File: config.mk
export PLATFORM = sky130hd
export DESIGN_NAME = boxcar_lpf_stream_flat
export DESIGN_NICKNAME = d
export VERILOG_FILES = /design/src/rtl/lpf_pkg.sv /design/src/rtl/boxcar_lpf_stream_if.sv /design/src/rtl/sample_ring_ram.sv /design/src/rtl/boxcar_lpf_stream.sv /design/src/flat_wrapper.sv
export SDC_FILE = /design/constraint.sdc
export NUM_CORES = 2
export LEC_CHECK = 0
export CORE_ASPECT_RATIO = 0.8
export CORE_UTILIZATION = 50
export DETAILED_ROUTE_END_ITERATION = 6
export PLACE_DENSITY_LB_ADDON = 0.3
export SETUP_SLACK_MARGIN = 0.4
export SYNTH_ARGS = -nofsm -noshare
export SYNTH_HDL_FRONTEND = slang
export SYNTH_HIERARCHICAL = 1
export SYNTH_SLANG_ARGS = --single-unit
File: constraint.sdc
create_clock -name clk -period 21.5 [get_ports clk]
set_input_delay 3.225 -clock clk [delete_from_list [all_inputs] [get_ports clk]]
set_output_delay 3.225 -clock clk [all_outputs]
set_load 0.05 [all_outputs]
File: src/rtl/lpf_pkg.sv
// Shared types and helpers for the boxcar moving-average filter.
package lpf_pkg;

  typedef enum logic [1:0] {
    BYPASS = 2'd0,
    PRIME  = 2'd1,
    RUN    = 2'd2
  } lpf_state_t;

  localparam int ROUND_FLOOR   = 0;
  localparam int ROUND_HALF_UP = 1;

  // Requests longer than the history buffer collapse onto the longest window.
  function automatic int clamp_k(input int sel, input int max_k);
    return (sel > max_k) ? max_k : sel;
  endfunction

endpackage

File: src/rtl/boxcar_lpf_stream_if.sv
// Sample stream between a producer and the boxcar filter.
interface boxcar_lpf_stream_if #(
  parameter int BIT_WIDTH = 24,
  parameter int SEL_W     = 3
);

  logic [SEL_W-1:0]            filt_sel;
  logic                        in_valid;
  logic signed [BIT_WIDTH-1:0] d;
  logic                        out_valid;
  logic signed [BIT_WIDTH-1:0] q;
  logic                        settled;

  modport master (
    output filt_sel, in_valid, d,
    input  out_valid, q, settled
  );

  modport slave (
    input  filt_sel, in_valid, d,
    output out_valid, q, settled
  );

endinterface

File: src/rtl/sample_ring_ram.sv
// Circular sample history: one write per accepted sample, asynchronous read
// of the sample a given distance behind the write pointer.
module sample_ring_ram #(
  parameter int WIDTH  = 24,
  parameter int ADDR_W = 6
) (
  input  logic              clk,
  input  logic              reset,
  input  logic              we,
  input  logic [WIDTH-1:0]  wdata,
  input  logic [ADDR_W-1:0] rd_offset,
  output logic [WIDTH-1:0]  rdata
);

  localparam int DEPTH = 1 << ADDR_W;

  logic [WIDTH-1:0]  mem [DEPTH];
  logic [ADDR_W-1:0] wptr;

  // An offset of zero means a full buffer length back, which is the slot about to be overwritten.
  assign rdata = mem[wptr - rd_offset];

  // Storage has no reset; the filter never reads a slot it has not written.
  always_ff @(posedge clk) begin
    if (we) begin
      mem[wptr] <= wdata;
    end
  end

  // Write pointer wraps naturally at the buffer depth.
  always_ff @(posedge clk) begin
    if (reset) begin
      wptr <= '0;
    end else if (we) begin
      wptr <= wptr + ADDR_W'(1);
    end
  end

endmodule

File: src/rtl/boxcar_lpf_stream.sv
// Running-sum moving-average low-pass filter with selectable length 2^k.
// One accumulator adds the newest sample and subtracts the oldest one.
module boxcar_lpf_stream
  import lpf_pkg::*;
#(
  parameter int BIT_WIDTH = 24,
  parameter int MAX_LOG2  = 6,
  parameter int ROUND     = 0,
  parameter int SEL_W     = $clog2(MAX_LOG2 + 1)
) (
  input logic                clk,
  input logic                reset,
  boxcar_lpf_stream_if.slave bus
);

  localparam int ACC_W = BIT_WIDTH + MAX_LOG2;

  lpf_state_t                state;
  logic [SEL_W-1:0]          k_cur;
  logic signed [ACC_W-1:0]   acc;
  logic [MAX_LOG2-1:0]       fill;

  logic [SEL_W-1:0]          k_req;
  logic                      len_change;
  logic [SEL_W-1:0]          k_eff;
  lpf_state_t                st_eff;
  logic signed [ACC_W-1:0]   acc_eff;
  logic [MAX_LOG2-1:0]       fill_eff;
  logic [MAX_LOG2-1:0]       n_m1;
  logic [MAX_LOG2-1:0]       rd_offset;
  logic [BIT_WIDTH-1:0]      oldest;
  logic signed [ACC_W-1:0]   d_ext;
  logic signed [ACC_W-1:0]   old_ext;
  logic signed [ACC_W-1:0]   acc_sum;
  logic signed [ACC_W-1:0]   rnd;
  logic signed [ACC_W-1:0]   rnd_sum;
  logic signed [ACC_W-1:0]   shifted;

  lpf_state_t                state_nxt;
  logic signed [ACC_W-1:0]   acc_nxt;
  logic [MAX_LOG2-1:0]       fill_nxt;
  logic signed [BIT_WIDTH-1:0] q_nxt;
  logic                      settled_nxt;

  sample_ring_ram #(
    .WIDTH  (BIT_WIDTH),
    .ADDR_W (MAX_LOG2)
  ) u_ring (
    .clk       (clk),
    .reset     (reset),
    .we        (bus.in_valid),
    .wdata     (bus.d),
    .rd_offset (rd_offset),
    .rdata     (oldest)
  );

  // Window bookkeeping: a length change restarts the window with this sample as its first.
  always_comb begin
    k_req      = SEL_W'(clamp_k(int'(bus.filt_sel), MAX_LOG2));
    len_change = (k_req != k_cur);
    k_eff      = len_change ? k_req : k_cur;
    st_eff     = len_change ? ((k_req == '0) ? BYPASS : PRIME) : state;
    acc_eff    = len_change ? '0 : acc;
    fill_eff   = len_change ? '0 : fill;
    n_m1       = MAX_LOG2'((32'd1 << k_eff) - 32'd1);
    rd_offset  = n_m1 + MAX_LOG2'(1);
    d_ext      = {{MAX_LOG2{bus.d[BIT_WIDTH-1]}}, bus.d};
    old_ext    = {{MAX_LOG2{oldest[BIT_WIDTH-1]}}, oldest};
  end

  // Accumulator update, scaling with optional half-up rounding, and next-state choice.
  always_comb begin
    state_nxt   = st_eff;
    acc_nxt     = acc_eff;
    fill_nxt    = fill_eff;
    q_nxt       = bus.d;
    settled_nxt = 1'b0;
    acc_sum     = acc_eff + d_ext;
    if (st_eff == RUN) begin
      acc_sum = acc_eff + d_ext - old_ext;
    end
    rnd = '0;
    if (ROUND == ROUND_HALF_UP && k_eff != '0) begin
      rnd = ACC_W'(1) << (k_eff - SEL_W'(1));
    end
    rnd_sum = acc_sum + rnd;
    shifted = rnd_sum >>> k_eff;
    case (st_eff)
      BYPASS: begin
        acc_nxt     = '0;
        q_nxt       = bus.d;
        settled_nxt = 1'b1;
      end
      PRIME: begin
        acc_nxt  = acc_sum;
        fill_nxt = fill_eff + MAX_LOG2'(1);
        if (fill_eff == n_m1) begin
          q_nxt       = shifted[BIT_WIDTH-1:0];
          settled_nxt = 1'b1;
          state_nxt   = RUN;
        end
      end
      RUN: begin
        acc_nxt     = acc_sum;
        q_nxt       = shifted[BIT_WIDTH-1:0];
        settled_nxt = 1'b1;
      end
      default: begin
        state_nxt = PRIME;
      end
    endcase
  end

  // Filter state and registered outputs advance only on accepted samples.
  always_ff @(posedge clk) begin
    if (reset) begin
      state         <= PRIME;
      k_cur         <= '0;
      acc           <= '0;
      fill          <= '0;
      bus.q         <= '0;
      bus.out_valid <= 1'b0;
      bus.settled   <= 1'b0;
    end else begin
      bus.out_valid <= bus.in_valid;
      if (bus.in_valid) begin
        state       <= state_nxt;
        k_cur       <= k_eff;
        acc         <= acc_nxt;
        fill        <= fill_nxt;
        bus.q       <= q_nxt;
        bus.settled <= settled_nxt;
      end
    end
  end

endmodule

File: src/flat_wrapper.sv
// flat-port wrapper written by rule: the top's interface ports become plain ports
module boxcar_lpf_stream_flat import lpf_pkg::*;
#(
  parameter int BIT_WIDTH = 24,
  parameter int MAX_LOG2  = 6,
  parameter int ROUND     = 0,
  parameter int SEL_W     = $clog2(MAX_LOG2 + 1)
)
  (clk, reset, bus_filt_sel, bus_in_valid, bus_d, bus_out_valid, bus_q, bus_settled);
  boxcar_lpf_stream_if #(.BIT_WIDTH(BIT_WIDTH), .SEL_W(SEL_W)) bus_i ();
  input logic clk;
  input logic reset;
  input wire logic [$bits(bus_i.filt_sel)-1:0] bus_filt_sel;
  input wire logic [$bits(bus_i.in_valid)-1:0] bus_in_valid;
  input wire logic [$bits(bus_i.d)-1:0] bus_d;
  output wire logic [$bits(bus_i.out_valid)-1:0] bus_out_valid;
  output wire logic [$bits(bus_i.q)-1:0] bus_q;
  output wire logic [$bits(bus_i.settled)-1:0] bus_settled;
  assign bus_i.filt_sel = bus_filt_sel;
  assign bus_i.in_valid = bus_in_valid;
  assign bus_i.d = bus_d;
  assign bus_out_valid = bus_i.out_valid;
  assign bus_q = bus_i.q;
  assign bus_settled = bus_i.settled;
  boxcar_lpf_stream #(.BIT_WIDTH(BIT_WIDTH), .MAX_LOG2(MAX_LOG2), .ROUND(ROUND), .SEL_W(SEL_W)) u_core (.clk(clk), .reset(reset), .bus(bus_i));
endmodule
After elaboration in Yosys (flattened, before gate mapping)
Memories as Yosys holds them, arrays and structs flattened.
Index checks and enable logic that the tools add are counted.
W data, S select, Z words.
{"block": "op_classes", "eq_ne": 4, "n_mux": 17, "add_sub_neg": 7, "order_cmp": 1, "reduce_logical": 4, "shift": 2}
{"cell": "$mux W30", "count": 2}
{"cell": "$pmux W30 S2", "count": 1}
{"cell": "$pmux W24 S2", "count": 1}
{"cell": "$add A30 B24 Y30", "count": 1}
{"cell": "$sshr A30 B3 Y24", "count": 1}
{"cell": "$sub A30 B24 Y30", "count": 1}
{"cell": "$mux W24", "count": 1}
{"cell": "$add A6 B1 Y6 const B", "count": 3}
{"cell": "$mux W6", "count": 2}
{"cell": "$eq A6 B6 Y1", "count": 1}
{"cell": "$mux W3", "count": 2}
{"cell": "$shl A1 B3 Y6 const A", "count": 1}
{"cell": "$sub A6 B1 Y6 const B", "count": 1}
{"cell": "$sub A6 B6 Y6", "count": 1}
{"cell": "$mux W1", "count": 4}
{"cell": "$mux W2", "count": 2}
{"cell": "$pmux W2 S2", "count": 1}
{"cell": "$reduce_or A2 Y1", "count": 2}
{"cell": "$gt A3 B3 Y1 const B", "count": 1}
{"cell": "$logic_not A3 Y1", "count": 1}
{"cell": "$ne A3 B3 Y1", "count": 1}
{"cell": "$eq A2 B1 Y1 const B", "count": 1}
{"cell": "$eq A2 B2 Y1 const B", "count": 1}
{"cell": "$logic_not A2 Y1", "count": 1}
{"cell": "$pmux W1 S2", "count": 1}
{"block": "word_totals", "inputBits": 30, "mem_count": 1, "reg_bits": 73, "output_inout_bits": 26, "ramBits": 1536, "elab_cells": 44}
{"name": "u_core.u_ring.mem", "depth": 64, "width": 24, "rd": 1, "rd_ports_with_merged_regs": 0, "write_ports": 1, "line_no": "sample_ring_ram.sv:17", "rtl": "logic [WIDTH-1:0] mem [DEPTH];"}

Logic depth before layout (Yosys ltp)
An unclocked memory read counts as a cell.
{"block": "depth", "ltp_word": 14, "mapped_depth": 30, "depth_no_buf": 25}

Modules after synthesis
The synthesis kept the hierarchy.
{"mod": "sample_ring_ram", "cells_per_inst": 2557, "area_each_um2": 59926.2, "seq_area_each_um2": 46244.4, "n_inst": 1}
{"mod": "boxcar_lpf_stream", "cells_per_inst": 1243, "area_each_um2": 8876.0, "seq_area_each_um2": 1341.3, "n_inst": 1}

Worst setup path after synthesis
No wires, ideal clock.
{"block": "synth_timing", "path_type": "input port to flip-flop", "from": "input port bus_filt_sel[2]", "to": "register u_core.bus.q[9]", "t_arrival_ps": 9011, "required_ps": 21368, "slack_ps": 12357, "cell_stages": 27, "cell_sequence": "buf_2 > clkbuf_1 > inv_1 > nand3_1 > ha_1 > xor2_1 > fa_1 > buf_2 > buf_2 > buf_1 > mux4_2 > mux2i_1 > mux2i_1 > mux2i_1 > mux2i_1 > ha_1 > fa_1 > nand2b_1 > a21oi_1 > o2111ai_1 > nand3b_1 > xor2_1 > mux2_2 > mux2_2 > mux4_2 > a221oi_2 > nor3_1"}
{"block": "synth_between", "elab_chain_len": 14, "word_cells_on_any_way": 23, "classes_between": "5 x add/sub; 1 x order compare; 4 x eq/ne; 2 x shift; 9 x mux; 1 x reduce/logical; 1 x memory"}
{"element": "start: declaration", "line_no": "flat_wrapper.sv:13", "rtl": "input wire logic [$bits(bus_i.filt_sel)-1:0] bus_filt_sel;"}
{"element": "$gt A3 B3 Y1", "line_no": "lpf_pkg.sv:15", "rtl": "return (sel > max_k) ? max_k : sel;"}
{"element": "$mux W3 *", "line_no": "lpf_pkg.sv:15"}
{"element": "$ne A3 B3 Y1", "line_no": "boxcar_lpf_stream.sv:60", "rtl": "len_change = (k_req != k_cur);"}
{"element": "$mux W3 *", "line_no": "boxcar_lpf_stream.sv:61", "rtl": "k_eff = len_change ? k_req : k_cur;"}
{"element": "$shl A1 B3 Y6 *", "line_no": "boxcar_lpf_stream.sv:65", "rtl": "n_m1 = MAX_LOG2'((32'd1 << k_eff) - 32'd1);"}
{"element": "$sub A6 B1 Y6 *", "line_no": "boxcar_lpf_stream.sv:65"}
{"element": "$add A6 B1 Y6 *", "line_no": "boxcar_lpf_stream.sv:66", "rtl": "rd_offset = n_m1 + MAX_LOG2'(1);"}
{"element": "via u_core.rd_offset[1]", "line_no": "boxcar_lpf_stream.sv:30", "rtl": "logic [MAX_LOG2-1:0] rd_offset;"}
{"element": "$sub A6 B6 Y6 *", "line_no": "sample_ring_ram.sv:21", "rtl": "assign rdata = mem[wptr - rd_offset];"}
{"element": "$mem_v2 Z64 W24 *"}
{"element": "via u_core.oldest[0]", "line_no": "boxcar_lpf_stream.sv:31", "rtl": "logic [BIT_WIDTH-1:0] oldest;"}
{"element": "$sub A30 B24 Y30 *", "line_no": "boxcar_lpf_stream.sv:80", "rtl": "acc_sum = acc_eff + d_ext - old_ext;"}
{"element": "$mux W30 *", "line_no": "boxcar_lpf_stream.sv:79", "rtl": "if (st_eff == RUN) begin"}
{"element": "$sshr A30 B3 Y24 *", "line_no": "boxcar_lpf_stream.sv:87", "rtl": "shifted = rnd_sum >>> k_eff;"}
{"element": "$mux W24", "line_no": "boxcar_lpf_stream.sv:97", "rtl": "if (fill_eff == n_m1) begin"}
{"element": "$pmux W24 S2 *", "line_no": "boxcar_lpf_stream.sv:88", "rtl": "case (st_eff)"}
{"element": "end signal: assignment", "line_no": "boxcar_lpf_stream.sv:131", "rtl": "bus.q <= q_nxt;"}
{"element": "end: declaration", "line_no": "boxcar_lpf_stream_if.sv:21", "rtl": "output out_valid, q, settled"}
Mark *: on every way through the listed nets, which the timed path passes. The rest lies on a longest branch.
A chain may end at the register's enable or synchronous reset.

Worst setup path after layout
{"block": "layout_timing", "from": "input port bus_filt_sel[2]", "to": "register u_core.bus.q[17]"}
Same word-level chain as after synthesis.

==> flow_summary.toml <==
[run_status]
outcome = "finished clean"

[sta]
fin_crit_ns = 12.60
finalMaxSlewViolations = 0
final.period_utilization = 0.586
hold_ws_ns = 0.483
timing.final.ws_setup_ns = 8.90
rsz0062_at_grt = "no"
fin_worst_skew_ns = 0.0527
tightest_slew_ns = 0.987
setup_viol = 0
slew_headroom = 0.342
tns_ns = 0
fmax_ghz = 0.0794
finalHoldViolCount = 0

[floorplan]
core_sq_um = 136000
initial_utilization = 0.505
num_rows = 121
io_pins = 56
die_x_um = 417
die_h_um = 334
die_area_sq_um = 139000

[synth]
synth_nets = 3904
ys.flop_type = "edfxtp_1"
synth_top_area_frac = 0.670
synth_seq_area_share = 0.692
synth_edf_count = 1536
synth_cell_types = 95
synth.most_common_cell = "edfxtp_1"
yosys_warnings = 6
synth.top_cells.by_area = "edfxtp_1 67%, mux4_2 13%, mux2i_1 5.7%"
synthCells = 3800
syn_area_per_cell_sq_um = 18.1
synthTopCellsByCount = "1536 x edfxtp_1, 398 x mux4_2, 393 x mux2i_1"
synth_area_leader_cell = "edfxtp_1"
syn_area_sq_um = 68800
ys_ff_latch = 1609
synthArstFlopShare = 0

[min_path]
min_to = "u_core/acc[6]"
hp-class = "reg -> reg"
min_from = "u_core/acc[6]"
hold_depth = 2

[route]
wire_per_inst_um = 30.5
dr.pass1.iters = 6
via_count = 36896
drc = 0
via_per_inst = 6.33
totalWireLength_mm = 178
ant_nets = 0
drt-initial-drc-count = 4442

[worst_setup_path]
cp-start-kind = "input port"
r2r_end = "u_core/bus.q[10]"
arrival_ns = 13.28
cp_max_fo = 132
end_kind = "flip-flop"
worst_ep_required_time_ns = 22.18
rrSetupSlack_ns = 12.21
worstSetupPathType = "in -> reg"
rr_startpoint = "u_core/u_ring/wptr[0]"
rr_worst_depth = 21

[grt]
grt_usage = 0.256
grt_overflow = 0
grt_pass1_wl_mm = 255
grt_pass1_vias = 36043
antenna_found_initial = 12
grt_max_degree = 133

[clock_network]
tritoncts = "done"
path_clk_slew_ns = 0.06
cts.path.max_buffers = 3
clock_latency_ns = 0.81
root_buffer = "clkbuf_16"
cts_resized = 0
cts-hold-fix-buffers = 0
post-cts-setup-buffer-count = 0
cts_buffers = 152
cts.sinks = 1609
htreeDepth = 4

[pwr]
vdd_drop_max_uv = 76.7
power_density_nw_per_um2 = 102
p_leak_nw = 25.9

[cells_and_area]
drive_above_1_share = 0.216
syn_to_final_growth_pct = 11.1
nNetsFinal = 4033
finalNonFillerCells = 5826
fillers = 10245

[placement]
pre_cts_ws_ns = 8.41
place_inst = 5558
portBuffers = 55
hpwl_mm = 106
gp_congestion = 0.933

[run]
maxCapViolCount = 0
[cell usage in the layout, fill, tap and decap left out, types with 21 or more instances in the layout]
cell	count
buf_4	136
clkdlybuf4s50_1	29
nor2_2	55
mux4_2	398
nand3_1	31
mux2i_1	393
clkinv_1	26
inv_1	65
dfxtp_1	73
nor3_1	30
nand4_1	25
and3_1	21
and2_1	36
edfxtp_1	1536
nor2_1	153
clkbuf_16	159
nand2_1	133
nand2b_1	21
a21oi_1	121
clkbuf_1	45
ha_1	69
o21ai_0	53
xnor2_1	37
buf_2	26
[through the flow]
stage,total power [W],util,instance area (sq um)
after floorplan,0.00472,-,68800
after global placement,0.00528,0.526,71700
after detailed placement,0.00529,0.526,71700
after CTS,0.00785,0.561,76400
after global routing,0.00809,0.561,76400
final,0.00783,0.561,76400
[cell type report]
type | instances | area [sq um] | share of cell area
multi-input combinational | 1905 | 20200 | 0.264
timing repair buffer | 194 | 1500 | 0.0196
clock inverter | 58 | 515 | 0.00674
antenna | 3 | 7.51 | 0.0000982
sequential | 1609 | 47600 | 0.623
inverter | 67 | 251 | 0.00329
tap | 1783 | 2230 | 0.0292
clock buffer | 207 | 4190 | 0.0548
[state kept, by name, summed over array words and instances (netlist names)]
name	count
u_core/u_ring/mem	1536
u_core/acc	30
u_core/bus.q	24
u_core/fill	6
u_core/u_ring/wptr	6
u_core/k_cur	3
u_core/state	2
u_core/bus.out_valid	1
u_core/bus.settled	1
[report_power, final]
part           internal (W)  leakage, nW  switching [W]  total [W]
clock network       0.00145         2.29        0.00114    0.00259
logic              0.000678         9.23        0.00111    0.00178
registers           0.00345         14.4      0.0000105    0.00346
total               0.00557         25.9        0.00225    0.00783
[worst max path at each step]
stage                            end  cells after the start             from
detailed placement  u_core/bus.q[10]                     26  bus_filt_sel[2]
global placement    u_core/bus.q[10]                     26  bus_filt_sel[2]
global route        u_core/bus.q[22]                     26  bus_filt_sel[2]
floorplan            u_core/bus.q[9]                     27  bus_filt_sel[2]
finish              u_core/bus.q[17]                     26  bus_filt_sel[2]
CTS                 u_core/bus.q[10]                     25  bus_filt_sel[2]
[cell families (layout without fill, tap and decap cells)]
logic type | count (synthesis) | after routing | share of synthesized area
flops | 1609 | 1609 | 0.692
other cells | 0 | 3 | 0
buf+inv | 286 | 526 | 0.0189
xor+xnor | 57 | 57 | 0.00737
mux | 807 | 807 | 0.190
simple gates | 574 | 574 | 0.0398
fa+ha+maj | 74 | 74 | 0.0138
compound gates | 393 | 393 | 0.0384
[routing by layer]
layer	vias up	track usage	wire, um
li1	15648	-	-
met1	19331	0.371	74400
met2	1664	0.383	80100
met3	249	0.0713	18700
met4	4	0.0710	4240
met5	-	0	27
[critical path, stage by stage]
cell,delay (ns)
clkdlybuf4s50_1,0.39
buf_4,0.25
inv_1,0.56
nand3_1,0.34
ha_1,0.48
xor2_1,0.24
fa_4,1.37
buf_12,0.64
buf_4,0.68
mux4_2,0.33
mux2i_1,0.09
mux2i_1,0.55
mux2i_1,0.32
mux2i_1,0.32
inv_1,0.09
ha_1,0.29
nor2b_1,0.14
o31ai_1,0.34
a31o_2,0.31
o211ai_1,0.27
a21boi_0,0.41
mux2i_1,0.19
o21ai_0,0.50
a21oi_1,0.20
a211o_1,0.29
a31o_1,0.17
Note: power is estimated with default switching activity, not from simulation.
